==> config.mk <==
export PLATFORM = sky130hd
export DESIGN_NAME = uart_line_editor
export DESIGN_NICKNAME = d
export VERILOG_FILES = /design/src/rtl/uart_pkg.sv /design/src/rtl/uart_line_buf.sv /design/src/rtl/uart_line_editor.sv
export SDC_FILE = /design/constraint.sdc
export NUM_CORES = 1
export LEC_CHECK = 0
export CAP_MARGIN = 10
export CORE_ASPECT_RATIO = 0.75
export CORE_MARGIN = 2
export CORE_UTILIZATION = 65
export DETAILED_ROUTE_END_ITERATION = 8
export GPL_ROUTABILITY_DRIVEN = 0
export PLACE_DENSITY = 0.83
export SYNTH_ARGS = -nofsm -noshare
export SYNTH_HDL_FRONTEND = slang
export SYNTH_SLANG_ARGS = --single-unit
==> constraint.sdc <==
create_clock -name i_clk -period 6.56 [get_ports i_clk]
set_clock_uncertainty 0.05 [all_clocks]
set_input_delay 1.64 -clock i_clk [delete_from_list [all_inputs] [get_ports i_clk]]
set_output_delay 1.64 -clock i_clk [all_outputs]
set_load 0.005 [all_outputs]
==> src/rtl/uart_pkg.sv <==
// Shared constants, FSM state encoding and character helpers for the UART line editor.
package uart_pkg;

  localparam logic [7:0] CHAR_CR    = 8'h0D;
  localparam logic [7:0] CHAR_LF    = 8'h0A;
  localparam logic [7:0] CHAR_BS    = 8'h08;
  localparam logic [7:0] CHAR_DEL   = 8'h7F;
  localparam logic [7:0] CHAR_SP    = 8'h20;
  localparam logic [7:0] CHAR_TILDE = 8'h7E;

  localparam int unsigned ST_W = 2;
  localparam logic [ST_W-1:0] ST_COLLECT = 2'd0;
  localparam logic [ST_W-1:0] ST_EMIT    = 2'd1;
  localparam logic [ST_W-1:0] ST_EMIT_CR = 2'd2;
  localparam logic [ST_W-1:0] ST_EMIT_LF = 2'd3;

  function automatic logic is_printable(input logic [7:0] c);
    return (c >= CHAR_SP) && (c <= CHAR_TILDE);
  endfunction

  function automatic logic [7:0] to_upper(input logic [7:0] c);
    if ((c >= 8'h61) && (c <= 8'h7A)) return c - 8'h20;
    return c;
  endfunction

endpackage

==> src/rtl/uart_line_buf.sv <==
// Line buffer: DEPTH x 8 register array, one synchronous write port, combinational read.
module uart_line_buf #(
  parameter int unsigned DEPTH = 32
) (
  input  logic                     clk_i,
  input  logic                     we_i,
  input  logic [$clog2(DEPTH)-1:0] waddr_i,
  input  logic [7:0]               wdata_i,
  input  logic [$clog2(DEPTH)-1:0] raddr_i,
  output logic [7:0]               rdata_c_o
);

  logic [7:0] mem_q [DEPTH];

  always_ff @(posedge clk_i) begin
    if (we_i) mem_q[waddr_i] <= wdata_i;
  end

  assign rdata_c_o = mem_q[raddr_i];

endmodule

==> src/rtl/uart_line_editor.sv <==
// Collects printable bytes into a line with backspace editing, then emits the
// line followed by CR/LF through a valid/ready handshake when CR is received.
module uart_line_editor
  import uart_pkg::*;
#(
  parameter int unsigned DEPTH = 32,
  parameter bit          UPPER = 1'b1
) (
  input  logic       i_clk,
  input  logic       i_rst,
  input  logic [7:0] i_data,
  input  logic       i_valid,
  output logic [7:0] o_data,
  output logic       o_valid,
  input  logic       i_ready,
  output logic       o_drop,
  output logic       o_busy
);

  localparam int unsigned AW = $clog2(DEPTH);
  localparam int unsigned CW = AW + 1;

  logic [ST_W-1:0] state_q, state_d;
  logic [CW-1:0]   cnt_q, cnt_d;
  logic [AW-1:0]   rd_q, rd_d;
  logic [7:0]      data_q, data_d;
  logic            valid_q, valid_d;
  logic            drop_q, drop_d;
  logic            busy_q, busy_d;

  logic            buf_we;
  logic [7:0]      buf_wdata;
  logic [7:0]      buf_rdata_c;
  logic            xfer_c;

  assign xfer_c    = valid_q & i_ready;
  assign buf_wdata = UPPER ? to_upper(i_data) : i_data;

  uart_line_buf #(.DEPTH(DEPTH)) u_buf (
    .clk_i     (i_clk),
    .we_i      (buf_we),
    .waddr_i   (cnt_q[AW-1:0]),
    .wdata_i   (buf_wdata),
    .raddr_i   (rd_d),
    .rdata_c_o (buf_rdata_c)
  );

  always_ff @(posedge i_clk) begin
    if (i_rst) begin
      state_q <= ST_COLLECT;
      cnt_q   <= '0;
      rd_q    <= '0;
      data_q  <= 8'h00;
      valid_q <= 1'b0;
      drop_q  <= 1'b0;
      busy_q  <= 1'b0;
    end else begin
      state_q <= state_d;
      cnt_q   <= cnt_d;
      rd_q    <= rd_d;
      data_q  <= data_d;
      valid_q <= valid_d;
      drop_q  <= drop_d;
      busy_q  <= busy_d;
    end
  end

  // Next state, counters and drop detection.
  always_comb begin
    state_d = state_q;
    cnt_d   = cnt_q;
    rd_d    = rd_q;
    drop_d  = 1'b0;
    buf_we  = 1'b0;
    case (state_q)
      ST_COLLECT: begin
        if (i_valid) begin
          if (is_printable(i_data)) begin
            if (cnt_q < CW'(DEPTH)) begin
              buf_we = 1'b1;
              cnt_d  = cnt_q + CW'(1);
            end else begin
              drop_d = 1'b1;
            end
          end else if ((i_data == CHAR_BS) || (i_data == CHAR_DEL)) begin
            if (cnt_q != '0) cnt_d = cnt_q - CW'(1);
          end else if (i_data == CHAR_CR) begin
            rd_d    = '0;
            state_d = (cnt_q != '0) ? ST_EMIT : ST_EMIT_CR;
          end
        end
      end
      ST_EMIT: begin
        drop_d = i_valid;
        if (xfer_c) begin
          if (({1'b0, rd_q} + CW'(1)) == cnt_q) state_d = ST_EMIT_CR;
          else                                  rd_d    = rd_q + AW'(1);
        end
      end
      ST_EMIT_CR: begin
        drop_d = i_valid;
        if (xfer_c) state_d = ST_EMIT_LF;
      end
      ST_EMIT_LF: begin
        drop_d = i_valid;
        if (xfer_c) begin
          state_d = ST_COLLECT;
          cnt_d   = '0;
          rd_d    = '0;
        end
      end
      default: state_d = ST_COLLECT;
    endcase
  end

  // Registered output payload follows the next state; buffer is read at rd_d.
  always_comb begin
    valid_d = (state_d != ST_COLLECT);
    busy_d  = (state_d != ST_COLLECT);
    case (state_d)
      ST_EMIT:    data_d = buf_rdata_c;
      ST_EMIT_CR: data_d = CHAR_CR;
      ST_EMIT_LF: data_d = CHAR_LF;
      default:    data_d = 8'h00;
    endcase
  end

  assign o_data  = data_q;
  assign o_valid = valid_q;
  assign o_drop  = drop_q;
  assign o_busy  = busy_q;

endmodule

# After elaboration in Yosys (flattened, before gate mapping)
# Memories as Yosys holds them, arrays and structs flattened.
# Cells that the tools add are included.
# totals
in_bits,12
out_inout_bits,11
reg_bits,23
mem_count,1
elab_cells,81
ramBits,256
# op_classes
reduce_logical,9
eq_ne,15
addsub,5
n_lt_le_gt_ge,5
bitwise,1
n_mux,39
# mem_list
name,words,word_bits,rd,rd_ports_with_merged_regs,wr,line_no,text
u_buf.mem_q,32,8,1,0,1,uart_line_buf.sv:13,logic [7:0] mem_q [DEPTH];
# ops
op,n
$mux W6,6
$mux W5,7
$pmux W8 S3,1
$mux W2,9
$eq A8 B4 Y1 const B,2
$le A8 B7 Y1 const B,2
$mux W8,2
$pmux W5 S3,1
$pmux W6 S2,1
$mux W1,10
$ne A3 B3 Y1 const B,3
$eq A2 B2 Y1 const B,4
$eq A8 B7 Y1 const B,1
$ge A8 B6 Y1 const B,1
$ge A8 B7 Y1 const B,1
$pmux W2 S4,1
$sub A8 B6 Y8 const B,1
$add A5 B1 Y6 const B,1
$add A6 B1 Y6 const B,1
$eq A6 B6 Y1,1
$lt A6 B6 Y1 const B,1
$reduce_and A6 Y1,1
$reduce_bool A6 Y1,1
$sub A6 B1 Y6 const B,1
10 further kinds,14

# Depth between registers and ports, before layout
# depth
ltp_word,9
mapped_depth,16
depth_no_buf,13

# Hierarchy
# Synthesis repeated with hierarchy kept, for this count alone.
# hier_totals
hier_cells,588
hier_area_um2,11426.0
# by_module_without_submodules
module,seq_area_each_um2,instances,cells_each,area_per_inst_um2
uart_line_buf,7687.4,1,409,9893.2
uart_line_editor,460.4,1,179,1532.7

# Worst setup path after synthesis
# Ideal clock, no wire load.
# synth_path
path_type,input-to-reg
start,input port i_data[1]
end,register cnt_q[5]
cell_stages,13
arrival_ps,4077
required_ps,6382
setup_slack_ps,2305
path_buffers,0
setup_time_ps,128
cell_sequence,nor2_1 nor4b_1 nand2_1 a221oi_1 inv_1 ha_1 a21o_1 a21oi_1 o21bai_1 a21oi_1 xor2_1 o22a_1 nor2_1
# synth_between
elab_chain_cells,5
word_cells_on_any_way,13
classes_between,order compare: 2; eq/ne: 5; mux: 3; reduce/logical: 3
# synth_lines
item,line_no,text
from (decl),uart_line_editor.sv:11,"input logic [7:0] i_data,"
$ge A8 B6 Y1 or $le A8 B7 Y1 (tied branches),uart_pkg.sv:18,return (c >= CHAR_SP) && (c <= CHAR_TILDE);
$logic_and A1 B1 Y1,uart_pkg.sv:18,
$mux W6,uart_line_editor.sv:78,if (is_printable(i_data)) begin
$mux W6,uart_line_editor.sv:77,if (i_valid) begin
$pmux W6 S2,uart_line_editor.sv:75,case (state_q)
to (signal assigned),uart_line_editor.sv:59,cnt_q <= cnt_d;
to (decl),uart_line_editor.sv:24,"logic [CW-1:0] cnt_q, cnt_d;"
# Parallel ways exist; a longest one is shown, timed or not. The select of a mux whose other input is x is not followed.
# A chain may end at the register's enable or synchronous reset.

# Final worst setup path
# layout_path
start,input port i_data[2]
end,"memory u_buf.mem_q[23][5], enable pin"
# layout_between
elab_chain_cells,7
word_cells_on_any_way,8
classes_between,order compare: 2; mux: 5; reduce/logical: 1
# layout_lines
item,line_no,text
$ge A8 B6 Y1 or $le A8 B7 Y1 (tied branches),uart_pkg.sv:18,
$logic_and A1 B1 Y1 (*),uart_pkg.sv:18,
$mux W1 (*),uart_line_editor.sv:78,
$mux W1 (*),uart_line_editor.sv:77,
$mux W1 (*),uart_line_editor.sv:75,
$mux W1 (*),uart_line_buf.sv:16,if (we_i) mem_q[waddr_i] <= wdata_i;
$mux W1 (implied by the code) (*),uart_line_buf.sv:16,
to (decl),uart_line_buf.sv:13,
# Mark *: on every way between the ends. The rest lies on a longest branch, timed or not.

==> Flow_metrics.wiki <==
{| class="wikitable"
! Metric !! Value
|-
| Outcome || completed
|-
| Flip-flop and latch count after synthesis || ~280
|-
| Routed WL per cell || between 20 and 25 microns
|-
| Final setup violation count || 0
|-
| Pin count of the biggest net entering global routing || 71
|-
| Top cell type's share of synthesized area || roughly 64%
|-
| Final critical-path share of the clock period || a little under nine tenths
|-
| Ant diodes || 0
|-
| Clock-pin slew on the worst setup and hold paths || 0.07 ns
|-
| Unrepaired setup endpoints after global routing || false
|-
| GRT Total Usage || between 30% and 40%
|-
| Wire length of the first global-routing pass || 44,800 microns
|-
| Mapped Cells || ~960
|-
| Synthesis-to-layout area growth || 11.0%
|-
| Total via count after detailed routing || between 8,000 and 9,000
|-
| Overall routed net length || 29,400 microns
|-
| Number of vias per cell || 6.54
|-
| Die outline area || around 19,000 sq um
|-
| Fin. Hold Viols || 0
|-
| Min Tclk post-route || ~5.7 ns
|-
| Worst-case setup margin in the final layout || about 0.9 ns
|-
| Ports placed on the boundary || 23
|-
| Total chip power || ~3700 uW
|-
| CTS tree || built
|-
| Type of element launching the critical path || input pin
|-
| Per-instance average area after synthesis || ~12 sq um
|-
| Category of the critical setup timing path || input pin to flip-flop
|-
| Horizontal extent of the die || roughly 160 microns
|-
| Clock latency on the worst-skew pair || between 0.5 and 0.6 ns
|-
| Reported leakage power || 0.00467 uW
|-
| Initial drt markers || between 1,000 and 1,500
|-
| Worst min path class || flip-flop to flip-flop
|-
| Floorplan Core Area || 17,800 sq um
|-
| Post-CTS Repair Setup Buffers || 0
|-
| Count of pins over their slew limit || 0
|-
| Number of remaining DRC errors || 0
|-
| H-Tree Level Count || 1
|-
| Power per cell area || about 280 nW/um^2
|-
| Site Rows || 42
|-
| Nets@finish || between 900 and 1,000
|-
| Worst slew pin tran || 0.941 ns
|-
| Final setup TNS || 0 ns
|-
| Number of global-route vias before repair || 7,754
|-
| Critical Path Fanout Max || 14
|-
| Worst EP arrival || between 5 and 6 ns
|-
| Post-DP HPWL || roughly 18,000 microns
|-
| Number of cells upsized or downsized after cts || 0
|-
| Worst slew margin relative to its limit || between 30% and 40%
|-
| Worst path max stage delay || around 0.84 ns
|-
| Number of clock buffers inserted by TritonCTS || 25
|-
| Critical path, cell by cell || clkdlybuf4s50_1 -> nor4b_1 -> nand2_1 -> a221oi_1 -> ha_1 -> nand2_1 -> nor3_1 -> nand3_1 -> nor2_1
|-
| Area of placed instances || approximately 12,000 sq um
|-
| Layout cell share with drive strength beyond 1 || 8.00%
|-
| Number of routed nets with antenna violations || 0
|-
| Number of maximum-capacitance violations || 0
|-
| Post-cts hold buffer count || 0
|-
| Final cell area excluding filler cells || approximately 13,000 sq um
|-
| Clk root buf || clkbuf_16
|-
| Peak ir drop on the vdd network || approximately 0.27 mV
|-
| Count of flip-flops with a built-in enable after synthesis || 256
|-
| Async set or reset register ratio after synthesis || 0%
|-
| Kind of end point of the critical path || flip-flop
|-
| Number of buffer cells added on primary ports || 22
|-
| Synth unique cells || 58
|-
| Most used cell along the critical path || nand2_1
|-
| Worst slack, placed || around 0.65 ns
|-
| Netlist area before placement || ~12,000 sq um
|-
| Total number of yosys warnings || 0
|-
| Effective utilization at floorplan || 67.0%
|-
| Drt pass-1 iters || 6
|-
| Syn Nets || 980
|-
| Maximum clock insertion buffer count || 3
|-
| Antenna violations before repair || 0
|-
| Share of the yosys chip area belonging to registers || slightly below 70%
|-
| Post-layout utilization of the core || between 70% and 80%
|-
| Remaining global-route overflow || 0
|-
| Clock Sinks || 279
|-
| Slowest stage cell on the critical path || nor2_1
|-
| WP data required || 6.67 ns
|-
| Flip-flop cell with the highest count after synthesis || edfxtp_1
|-
| Achievable clock frequency || 177 MHz
|-
| Die Y-Extent || 121 microns
|-
| Largest cells by area after synthesis || edfxtp_1 (64%), nand2_1 (7.3%), dfxtp_1 (3.9%), mux2i_1 (3.3%), and3_1 (2.1%)
|-
| Cell type with the largest total area after synthesis || edfxtp_1
|}
==> area by class of cell <==
type	count	area, sq um
Timing Repair Buffer	44	418
Inverter	11	41.3
Multi-Input combinational cell	608	3460
Tap cell	242	303
Clock buffer	27	633
Sequential cell	279	8150
Fill cell	1074	4570
Clock inverter	18	246
==> through the flow <==
step | instances | hold WS [ns]
2_1_floorplan | 957 | 0.451
3_3_place_gp | 1183 | 0.509
3_5_place_dp | 1183 | 0.524
4_1_cts | 1228 | 0.534
5_1_grt | 1229 | 0.571
6_report | 1229 | 0.542
==> state kept, by name (all words and copies together), names as in the netlist <==
name,count
state_q,2
o_drop,1
rd_q,5
u_buf.mem_q,256
o_busy,1
o_data,8
cnt_q,6
==> cells in the final DEF, fill, tap and decap left out, types with 3 or more instances in the layout <==
master,Yosys,routed
nor2_1,64,63
nand3_1,43,43
and3_1,41,41
o211ai_1,3,3
buf_4,9,19
inv_1,11,11
a21oi_1,19,18
nor2b_1,4,4
edfxtp_1,256,256
mux2_2,3,3
a22o_1,4,4
clkdlybuf4s50_1,0,22
or3_1,4,4
o31ai_1,4,3
a211oi_1,13,13
a311oi_1,25,25
clkinv_2,0,9
nand3b_1,5,5
xor2_1,4,4
dfxtp_1,23,23
bufinv_16,0,6
and2_1,4,4
nor3_1,8,8
mux2i_1,39,39
nand2_1,233,232
xnor2_1,5,5
o21ai_0,9,9
clkbuf_16,0,25
a31oi_1,24,24
a211o_1,3,3
a21o_1,4,4
ha_1,10,10
==> cells by family (layout without fill, tap and decap cells) <==
logic type               Yosys count  in the layout  share of synthesized area (%)
XOR/XNOR                           9              9                          0.660
adder cells (fa/ha/maj)           11             11                           1.22
flip-flops                       279            279                           68.3
multiplexers                      43             43                           3.65
AND/OR/NAND/NOR                  418            418                           15.3
buffers and inverters             70            100                           3.23
AO/OA/AOI/OAI                    127            127                           7.65
==> synth_stat cells (all sizes together), types with 3 or more instances <==
library cell / n
edfxtp: 256
nand2: 233
nor2: 64
buf: 46
nand3: 43
and3: 41
mux2i: 39
a311oi: 25
a31oi: 25
dfxtp: 23
a21oi: 19
a211oi: 13
clkbuf: 13
o21ai: 12
inv: 11
ha: 10
nor3: 8
nand3b: 5
xnor2: 5
a21o: 4
a22o: 4
and2: 4
mux2: 4
nor2b: 4
o211ai: 4
o31ai: 4
or3: 4
xor2: 4
a211o: 3
o21a: 3
==> worst paths after layout <==
kind	from	end	slack [ns]	depth (start not counted)
max reg2reg	cnt_q[4]	o_data[4]	2.30	12
min	rd_q[4]	rd_q[4]	0.54	2
max	i_data[2]	u_buf.mem_q[23][5]	0.90	9
min reg2reg	rd_q[4]	rd_q[4]	0.54	2
==> power breakdown <==
group	switching (uW)	internal [uW]
clock	641	937
combinational	89.9	41.7
sequential	15.1	1950
==> routing by layer <==
metal	GRT usage [%]	wire length, microns
met1	45.2	11800
met2	46.8	13100
met3	6.77	3560
met4	9.63	960
met5	0	0
==> critical path: cells and delay by family <==
kind	cells	cell delay (ns)
buffers and inverters	1	0.78
AOI/OAI and AO/OA	1	0.67
and+or+nand+nor	6	2.39
adders and majority gates	1	0.27
No activity file was read; power rests on OpenSTA's default activity.
